File: config.mk
export PLATFORM = sky130hd
export DESIGN_NAME = ucsbece154a_datapath
export DESIGN_NICKNAME = d
export VERILOG_FILES = /design/src/rtl/ucsbece154a_datapath_pkg.sv /design/src/rtl/ucsbece154a_rf.sv /design/src/rtl/ucsbece154a_datapath.sv
export SDC_FILE = /design/constraint.sdc
export NUM_CORES = 2
export LEC_CHECK = 0
export BUFFER_PORTS_ARGS = -buffer_cell sky130_fd_sc_hd__buf_2
export CAP_MARGIN = 20
export CORE_MARGIN = 4
export CORE_UTILIZATION = 40
export CTS_BUF_LIST = sky130_fd_sc_hd__clkbuf_4 sky130_fd_sc_hd__clkbuf_8
export DETAILED_ROUTE_END_ITERATION = 10
export HOLD_SLACK_MARGIN = 0.05
export RECOVER_POWER = 25
export SYNTH_ARGS = -nofsm -noshare
export SYNTH_HDL_FRONTEND = slang
export SYNTH_SLANG_ARGS = --single-unit
File: constraint.sdc
create_clock -name clk -period 9.6 [get_ports clk]
set_input_delay 1.92 -clock clk [delete_from_list [all_inputs] [get_ports clk]]
set_output_delay 1.92 -clock clk [all_outputs]
set_load 0.1 [all_outputs]
File: src/rtl/ucsbece154a_datapath_pkg.sv
// Shared encodings for the multicycle RV32I controller/datapath pair:
// ALU operation, immediate format, result select, ALU operand selects,
// memory address select, the reset NOP instruction and the extend helper.
package ucsbece154a_datapath_pkg;

  typedef enum logic [2:0] {
    ALU_ADD = 3'b000,
    ALU_SUB = 3'b001,
    ALU_AND = 3'b010,
    ALU_OR  = 3'b011,
    ALU_SLT = 3'b101
  } alu_ctrl_e;

  typedef enum logic [2:0] {
    IMM_I = 3'b000,
    IMM_S = 3'b001,
    IMM_B = 3'b010,
    IMM_J = 3'b011,
    IMM_U = 3'b100
  } imm_src_e;

  typedef enum logic [1:0] {
    RES_ALUOUT    = 2'b00,
    RES_DATA      = 2'b01,
    RES_ALURESULT = 2'b10,
    RES_IMMEXT    = 2'b11
  } result_src_e;

  typedef enum logic [1:0] {
    SRCA_PC    = 2'b00,
    SRCA_OLDPC = 2'b01,
    SRCA_A     = 2'b10,
    SRCA_ZERO  = 2'b11
  } alu_src_a_e;

  typedef enum logic [1:0] {
    SRCB_WD   = 2'b00,
    SRCB_IMM  = 2'b01,
    SRCB_FOUR = 2'b10,
    SRCB_ZERO = 2'b11
  } alu_src_b_e;

  localparam logic ADR_PC     = 1'b0;
  localparam logic ADR_RESULT = 1'b1;

  // addi x0,x0,0 -- the instruction register holds this out of reset
  localparam logic [31:0] INSTR_NOP = 32'h0000_0013;

  // Immediate generation; unknown formats fall back to the I-type layout.
  function automatic logic [31:0] extend_imm(input logic [31:0] instr, input logic [2:0] imm_src);
    logic [31:0] imm;
    case (imm_src_e'(imm_src))
      IMM_S:   imm = {{20{instr[31]}}, instr[31:25], instr[11:7]};
      IMM_B:   imm = {{20{instr[31]}}, instr[7], instr[30:25], instr[11:8], 1'b0};
      IMM_J:   imm = {{12{instr[31]}}, instr[19:12], instr[20], instr[30:21], 1'b0};
      IMM_U:   imm = {instr[31:12], 12'h000};
      default: imm = {{20{instr[31]}}, instr[31:20]};
    endcase
    return imm;
  endfunction

endpackage

File: src/rtl/ucsbece154a_rf.sv
// 32x32 register file: two asynchronous read ports, one synchronous write
// port, x0 hardwired to zero. Contents are not reset.
// Optional debug read port enabled by defining UCSBECE154A_RF_DEBUG_EN.
module ucsbece154a_rf (
  input  logic        clk,
  input  logic        we,
  input  logic [4:0]  wa,
  input  logic [31:0] wd,
  input  logic [4:0]  ra1,
  input  logic [4:0]  ra2,
  output logic [31:0] rd1,
  output logic [31:0] rd2
`ifdef UCSBECE154A_RF_DEBUG_EN
  ,
  input  logic [4:0]  dbg_addr_i,
  output logic [31:0] dbg_data_o
`endif
);

  logic [31:0] regs_r [32];

  // Write port; writes aimed at x0 are dropped so it always reads zero
  always_ff @(posedge clk) begin
    if (we && (wa != 5'd0)) begin
      regs_r[wa] <= wd;
    end
  end

  // Asynchronous read ports with x0 forced to zero
  always_comb begin
    rd1 = 32'd0;
    rd2 = 32'd0;
    if (ra1 != 5'd0) begin
      rd1 = regs_r[ra1];
    end else begin
      rd1 = 32'd0;
    end
    if (ra2 != 5'd0) begin
      rd2 = regs_r[ra2];
    end else begin
      rd2 = 32'd0;
    end
  end

`ifdef UCSBECE154A_RF_DEBUG_EN
  // Debug read port, same x0 rule as the functional ports
  always_comb begin
    dbg_data_o = 32'd0;
    if (dbg_addr_i != 5'd0) begin
      dbg_data_o = regs_r[dbg_addr_i];
    end else begin
      dbg_data_o = 32'd0;
    end
  end
`endif

endmodule

File: src/rtl/ucsbece154a_datapath.sv
// Multicycle RV32I datapath: PC/OldPC/Instr/Data/A/WriteData/ALUOut
// registers, register file, extend unit and ALU. Driven every cycle by the
// controller FSM's registered control outputs.
// Optional macro UCSBECE154A_RF_DEBUG_EN adds a register-file debug read port.
module ucsbece154a_datapath #(
  parameter logic [31:0] RESET_PC = 32'h0001_0000
) (
  input  logic        clk,
  input  logic        reset,
  input  logic        PCWrite_i,
  input  logic        IRWrite_i,
  input  logic        RegWrite_i,
  input  logic        AdrSrc_i,
  input  logic [1:0]  ALUSrcA_i,
  input  logic [1:0]  ALUSrcB_i,
  input  logic [1:0]  ResultSrc_i,
  input  logic [2:0]  ALUControl_i,
  input  logic [2:0]  ImmSrc_i,
  output logic [6:0]  op_o,
  output logic [2:0]  funct3_o,
  output logic        funct7_o,
  output logic        zero_o,
  output logic [31:0] a_o,
  output logic [31:0] wd_o,
  input  logic [31:0] rd_i
`ifdef UCSBECE154A_RF_DEBUG_EN
  ,
  input  logic [4:0]  dbg_addr_i,
  output logic [31:0] dbg_data_o
`endif
);

  import ucsbece154a_datapath_pkg::*;

  logic [31:0] pc_r;
  logic [31:0] old_pc_r;
  logic [31:0] instr_r;
  logic [31:0] data_r;
  logic [31:0] a_r;
  logic [31:0] write_data_r;
  logic [31:0] alu_out_r;

  logic [31:0] rf_rd1_s;
  logic [31:0] rf_rd2_s;
  logic [31:0] imm_ext_s;
  logic [31:0] src_a_s;
  logic [31:0] src_b_s;
  logic [31:0] alu_result_s;
  logic [31:0] result_s;
  logic        rf_we_s;

  // A reset edge must never commit a register-file write
  assign rf_we_s = RegWrite_i & ~reset;

  ucsbece154a_rf u_rf (
    .clk        (clk),
    .we         (rf_we_s),
    .wa         (instr_r[11:7]),
    .wd         (result_s),
    .ra1        (instr_r[19:15]),
    .ra2        (instr_r[24:20]),
    .rd1        (rf_rd1_s),
    .rd2        (rf_rd2_s)
`ifdef UCSBECE154A_RF_DEBUG_EN
    ,
    .dbg_addr_i (dbg_addr_i),
    .dbg_data_o (dbg_data_o)
`endif
  );

  assign imm_ext_s = extend_imm(instr_r, ImmSrc_i);

  // ALU operand selection
  always_comb begin
    src_a_s = 32'd0;
    src_b_s = 32'd0;
    case (alu_src_a_e'(ALUSrcA_i))
      SRCA_PC:    src_a_s = pc_r;
      SRCA_OLDPC: src_a_s = old_pc_r;
      SRCA_A:     src_a_s = a_r;
      default:    src_a_s = 32'd0;
    endcase
    case (alu_src_b_e'(ALUSrcB_i))
      SRCB_WD:   src_b_s = write_data_r;
      SRCB_IMM:  src_b_s = imm_ext_s;
      SRCB_FOUR: src_b_s = 32'd4;
      default:   src_b_s = 32'd0;
    endcase
  end

  // ALU: wraparound arithmetic, signed set-less-than, unknown codes add
  always_comb begin
    alu_result_s = 32'd0;
    case (alu_ctrl_e'(ALUControl_i))
      ALU_SUB: alu_result_s = src_a_s - src_b_s;
      ALU_AND: alu_result_s = src_a_s & src_b_s;
      ALU_OR:  alu_result_s = src_a_s | src_b_s;
      ALU_SLT: alu_result_s = {31'd0, ($signed(src_a_s) < $signed(src_b_s))};
      default: alu_result_s = src_a_s + src_b_s;
    endcase
  end

  // Result selection feeding PC, register file and memory address
  always_comb begin
    result_s = 32'd0;
    case (result_src_e'(ResultSrc_i))
      RES_ALUOUT:    result_s = alu_out_r;
      RES_DATA:      result_s = data_r;
      RES_ALURESULT: result_s = alu_result_s;
      default:       result_s = imm_ext_s;
    endcase
  end

  // Nonarchitectural state; OldPC samples PC before any same-edge PC update
  always_ff @(posedge clk) begin
    if (reset) begin
      pc_r         <= RESET_PC;
      old_pc_r     <= RESET_PC;
      instr_r      <= INSTR_NOP;
      data_r       <= 32'd0;
      a_r          <= 32'd0;
      write_data_r <= 32'd0;
      alu_out_r    <= 32'd0;
    end else begin
      if (PCWrite_i) begin
        pc_r <= result_s;
      end
      if (IRWrite_i) begin
        instr_r  <= rd_i;
        old_pc_r <= pc_r;
      end
      data_r       <= rd_i;
      a_r          <= rf_rd1_s;
      write_data_r <= rf_rd2_s;
      alu_out_r    <= alu_result_s;
    end
  end

  assign op_o     = instr_r[6:0];
  assign funct3_o = instr_r[14:12];
  assign funct7_o = instr_r[30];
  assign zero_o   = (alu_result_s == 32'd0);
  assign a_o      = (AdrSrc_i == ADR_RESULT) ? result_s : pc_r;
  assign wd_o     = write_data_r;

endmodule

# Word-level counts from Yosys, hierarchy flattened
# Memories as Yosys holds them, arrays and structs flattened. A register that Yosys moved wholly into a read port is not among the register bits.
# Cells that the tools add are included.
# op_classes
n_mux,8
reduce_logical,10
n_eq_ne,14
n_bitwise,6
addsub,2
n_lt_le_gt_ge,1
# op_table
operator,count
$pmux 32 s3,3
$pmux 32 s4,1
$pmux 31 s4,1
$add 32x32->32,1
$and 32x32->32,1
$logic_not 32->1,1
$lt 32x32->1,1
$mux 32,1
$or 32x32->32,1
$sub 32x32->32,1
$reduce_bool 5->1,3
$eq 3x2->1 const B,4
$eq 2x1->1 const B,3
$eq 2x2->1 const B,3
$eq 3x1->1 const B,2
$eq 3x3->1 const B,2
$logic_not 2->1,3
$reduce_or 2->1,2
$not 1->1,3
$mux 1,2
$and 1x1->1,1
$logic_and 1x1->1,1
# totals
output_inout_bits,76
register_bits,160
n_memories,1
wordCells,47
ram_bits,1024
in_bits,50
# memory_table
memory,words,word_bits,rd,rd_clocked_by_memory_dff,wr,line_no,source
u_rf.regs_r,32,32,2,2,1,ucsbece154a_rf.sv:20,logic [31:0] regs_r [32];

# Longest topological paths before layout
# depth
word_depth,7
depth_mapped,21
depth_no_buf,20

# Hierarchy
# A second synthesis with hierarchy kept.
# unflattened
cells_unflattened,4453
area_unflattened_um2,63204.4
# by_module_without_submodules
module,area_per_inst_um2,n_inst,seq_area_each_um2,cells_per_inst
ucsbece154a_rf,47904.7,1,30749.5,2564
ucsbece154a_datapath,15299.7,1,4484.3,1889

# Worst setup path after synthesis
# Ideal clock, no wire load.
# synth_path
path_kind,input -> output
startpoint,in ImmSrc_i[0]
endpoint,out a_o[28]
setup_slack_ns,0.179
arrival_ns,7.501
required_ns,7.680
path_buffers,3
cell_stages,19
path_cell_list,clkbuf_1 nor2_1 nand2_1 clkbuf_1 nand2_1 a21oi_1 a211o_1 ha_1 buf_2 inv_1 a21oi_1 o31ai_1 a22oi_1 a31oi_1 a2111o_1 o211ai_1 a211oi_1 a311oi_1 mux2_2
# synth_via
elab_chain_len,7
word_cells_on_any_way,13
cone_classes,add/sub (2); eq/ne (4); mux (5); bitwise (2)
# synth_rtl
item,line_no,source
from (decl),ucsbece154a_datapath.sv:18,"input logic [2:0] ImmSrc_i,"
"$eq 3x3->1, or another cell as far along",ucsbece154a_datapath_pkg.sv:52,case (imm_src_e'(imm_src))
$pmux 31 s4 *,ucsbece154a_datapath_pkg.sv:52,
$pmux 32 s3,ucsbece154a_datapath.sv:83,case (alu_src_b_e'(ALUSrcB_i))
"$add 32x32->32, or another cell as far along",ucsbece154a_datapath.sv:99,default: alu_result_s = src_a_s + src_b_s;
$pmux 32 s4,ucsbece154a_datapath.sv:94,case (alu_ctrl_e'(ALUControl_i))
$pmux 32 s3 *,ucsbece154a_datapath.sv:106,case (result_src_e'(ResultSrc_i))
net result_s[28],ucsbece154a_datapath.sv:49,logic [31:0] result_s;
$mux 32 *,ucsbece154a_datapath.sv:143,assign a_o = (AdrSrc_i == ADR_RESULT) ? result_s : pc_r;
to (decl),ucsbece154a_datapath.sv:23,"output logic [31:0] a_o,"
# Mark *: on every way through the listed nets, which the timed path passes. The rest lies on a longest branch.

# Worst setup path in the final report
# layout_path
startpoint,in ImmSrc_i[0]
endpoint,out a_o[31]
# layout_via
elab_chain_len,7
word_cells_on_any_way,11
cone_classes,add/sub (2); eq/ne (4); mux (5)
# layout_rtl
item,line_no
"$eq 3x3->1, or another cell as far along",ucsbece154a_datapath_pkg.sv:52
$pmux 31 s4 *,ucsbece154a_datapath_pkg.sv:52
$pmux 32 s3 *,ucsbece154a_datapath.sv:83
$add 32x32->32 or $sub 32x32->32 (tied branches),"ucsbece154a_datapath.sv:99, ucsbece154a_datapath.sv:95"
$pmux 32 s4 *,ucsbece154a_datapath.sv:94
$pmux 32 s3 *,ucsbece154a_datapath.sv:106
net result_s[31],ucsbece154a_datapath.sv:49
$mux 32 *,ucsbece154a_datapath.sv:143
# Marks and branches as above.

==> flow_summary.toml <==
[min_path]
hold_class = "flop to flop"

[floorplan]
io_pins = 126
die_x_microns = 401
die-area_sq_um = 160800
die_y_microns = 401
start_util = 0.4043
rows = 143
core_sq_um = 152800

[clock_tree]
cts_buffers = 204
root_buffer = "clkbuf_8"
cts_resized = 0
htree_levels = 4
ctsHoldBuffers = 0
tritoncts = "done"
numClockSinks = 1248
clk_pin_slew_ns = 0.06
cts_buffer_depth = 3
cts_setup_buffers = 0
clock_latency_ns = 0.97

[yosys]
synth.top_cell.area_share = 0.4977
ys_async_sr_fraction = 0
synth_area_leaders = "edfxtp_1 50%, mux4_2 18%, dfxtp_1 7.3%"
synthMuxAreaShare = 0.2505
yosysWarnings = 0
synth_top_family_by_area = "multiplexers"
synth_cells = 4052
syn_area_sq_um = 61780
synth-xor-area-share = 0.001134
synth_top_area_cell = "edfxtp_1"
avgSynthCellArea_sq_um = 15.25
ys_types = 96
synthAdderAreaFrac = 0.02009
ys_seq_elements = 1248
synth-simple-area-share = 0.05021
synth_compound_area_frac = 0.07896
yosysSeqAreaShare = 0.5703
synth_enable_flop_cells = 1024
synth-main-ff-cell = "edfxtp_1"

[placed_design]
hpwl_mm = 130.4
place_area_sq_um = 65370
portBuffers = 125
routabilityCongestion = 0.9697

[routing]
wire_per_inst_microns = 33.47
routed-via-count = 40910
routed_wl_mm = 216.0
first_pass_iters = 6
via_per_inst = 6.341
drt_iter0_drc = 4927
drc = 0
ant_nets = 0

[global_route]
grt_max_degree = 93
grt-ovfl-total = 0
grt_pass1_wl_mm = 302.9
grt_antenna_before_repair = 13
grt_pass1_vias = 40410
grt_use_total = 0.2625

[cells_and_area]
multi_input_area_sq_um = 25130
syn_to_final_growth_pct = 12.35
layout.filler_cells = 13620
drive_gt1_frac = 0.2858
seq_area_sq_um = 35270
fin_area_sq_um = 69410
finalNetCount = 4384

[worst_setup_path]
setup.worst_path.class = "primary input to primary output"
cp_cell_sequence = "buf_2 > nor2_1 > nand2_1 > buf_4 > and2_1 > a21oi_1 > a211o_1 > ha_1 > nand4_1 > or3_1 > o311ai_1 > o2111ai_1 > a31oi_1 > nor2_1 > a311oi_1 > o21ai_1 > a221o_1 > mux2_2 > buf_12"
cpPeakStageDelay_ns = 0.60
path_max_fanout = 15
crit_path_start_kind = "primary input"
crit_top_cell = "nor2_1"
crit_slowest_cell = "ha_1"
worstPathRequired_ns = 7.68
end_kind = "primary output"
arrival_ns = 7.25

[pwr]
power_density_nw_per_um2 = 188.3
vdd_drop_max_v = 0.00009975
leakage_nw = 23.59

[sta]
period_share = 0.9547
relSlewSlack = -2.044
fmax_mhz = 109.1
setup-tns-final_ns = 0
fin_skew_ns = 0.06929
finalHoldViolations = 0
drv_slew = 668
rsz0062_at_grt = "false"
finalSetupViolCount = 0
worstMarginPinSlew_ns = 4.565
fin_crit_ns = 9.165

[status]
status = "finished, violations left"
violations = "capacitance limit, slew limit"

[run]
maxCapViolations = 21
-- registers in the layout, indices dropped and copies added (netlist names) --
| signal | flops |
|---|---|
| u_rf.regs_r | 1024 |
| a_r | 32 |
| alu_out_r | 32 |
| data_r | 32 |
| instr_r | 32 |
| old_pc_r | 32 |
| pc_r | 32 |
| wd_o | 32 |
-- worst max-delay path: cells and delay by family --
kind                     cells  cell delay [ns]
buffers and inverters        3             0.61
multiplexers                 1             0.39
adder cells (fa/ha/maj)      1             0.60
AND/OR/NAND/NOR              6             1.41
AO/OA/AOI/OAI                8             2.26
-- cell families after synthesis --
family,Yosys count
adder cells (fa/ha/maj),98
other,1
buffers and inverters,446
multiplexers,912
AO/OA/AOI/OAI,679
AND/OR/NAND/NOR,660
XOR/XNOR,8
flip-flops,1248
-- Yosys cell counts (all sizes together) (42+ instances only) --
cell type,n
a21o,51
o221ai,54
buf,125
dfxtp,224
ha,96
o21ai,75
o22ai,67
mux4,496
mux2i,305
inv,119
edfxtp,1024
a21oi,128
a211oi,44
clkbuf,201
nor2b,63
a221oi,42
nor3,55
nor2,335
mux2,111
nand2,66
a211o,46
-- final timing paths --
path | slack (ns) | start | cells after the start | to
setup reg to reg | 3.18 | instr_r[18]$_SDFFE_PP0P_ | 6 | a_r[19]$_SDFF_PP0_
setup / recovery | 0.43 | ImmSrc_i[0] | 19 | a_o[31]
hold / removal | 0.48 | old_pc_r[16]$_SDFFE_PP1P_ | 2 | old_pc_r[16]$_SDFFE_PP1P_
hold reg to reg | 0.48 | old_pc_r[16]$_SDFFE_PP1P_ | 2 | old_pc_r[16]$_SDFFE_PP1P_
-- through the flow --
stage	hold slack [ns]	util	power [mW]	setup WS, ns	instances
2_1_floorplan	0.4413	-	7.606	0.1786	4083
3_3_place_gp	0.4513	0.4277	8.329	0.4902	6058
3_5_place_dp	0.4605	0.4278	8.333	0.5201	6059
4_1_cts	0.4784	0.4557	13.12	0.4786	6444
5_1_grt	0.5251	0.4542	13.52	0.1528	6448
6_report	0.4790	0.4543	13.07	0.4348	6452
-- power by group --
group | leakage [nW] | switching [mW] | total (mW) | internal, mW
clock network | 2.25 | 2.23 | 4.82 | 2.59
registers | 11.2 | 0.136 | 6.20 | 6.07
logic | 10.1 | 1.37 | 2.05 | 0.671
total | 23.6 | 3.74 | 13.1 | 9.33
-- final cells by class --
type | count | share of cell area
antenna | 7 | 0.0002524
clock buffer | 306 | 0.05337
clock inverter | 79 | 0.007931
inverter | 120 | 0.006489
multi-input combinational | 2389 | 0.3620
sequential | 1248 | 0.5081
tap | 2030 | 0.03659
timing repair buffer | 273 | 0.02524
-- placed cells by master (no fill, tap or decap), drive strengths merged, types with 32 or more instances in the layout --
cell type and instances:
clkbuf 366, conb 32, a21oi 128, nor3 55, o22ai 67, nor2 335
nand2b 36, inv 128, mux2 111, nor2b 63, a21o 51, o221ai 54
mux4 496, edfxtp 1024, buf 213, a211o 46, a211oi 44, dfxtp 224
ha 96, a221oi 42, nand2 66, o21ai 75, clkinv 58, mux2i 305
-- routing by layer --
layer	up-vias	GRT usage	share of wire	wire length [microns]
li1	16670	-	-	-
met4	2	0.1131	0.046	10030
met3	421	0.06421	0.10	22040
met2	2428	0.4024	0.46	98470
met1	21400	0.3572	0.40	85410
met5	-	0	0.000056	12
Power figures use the tool's default switching activity.
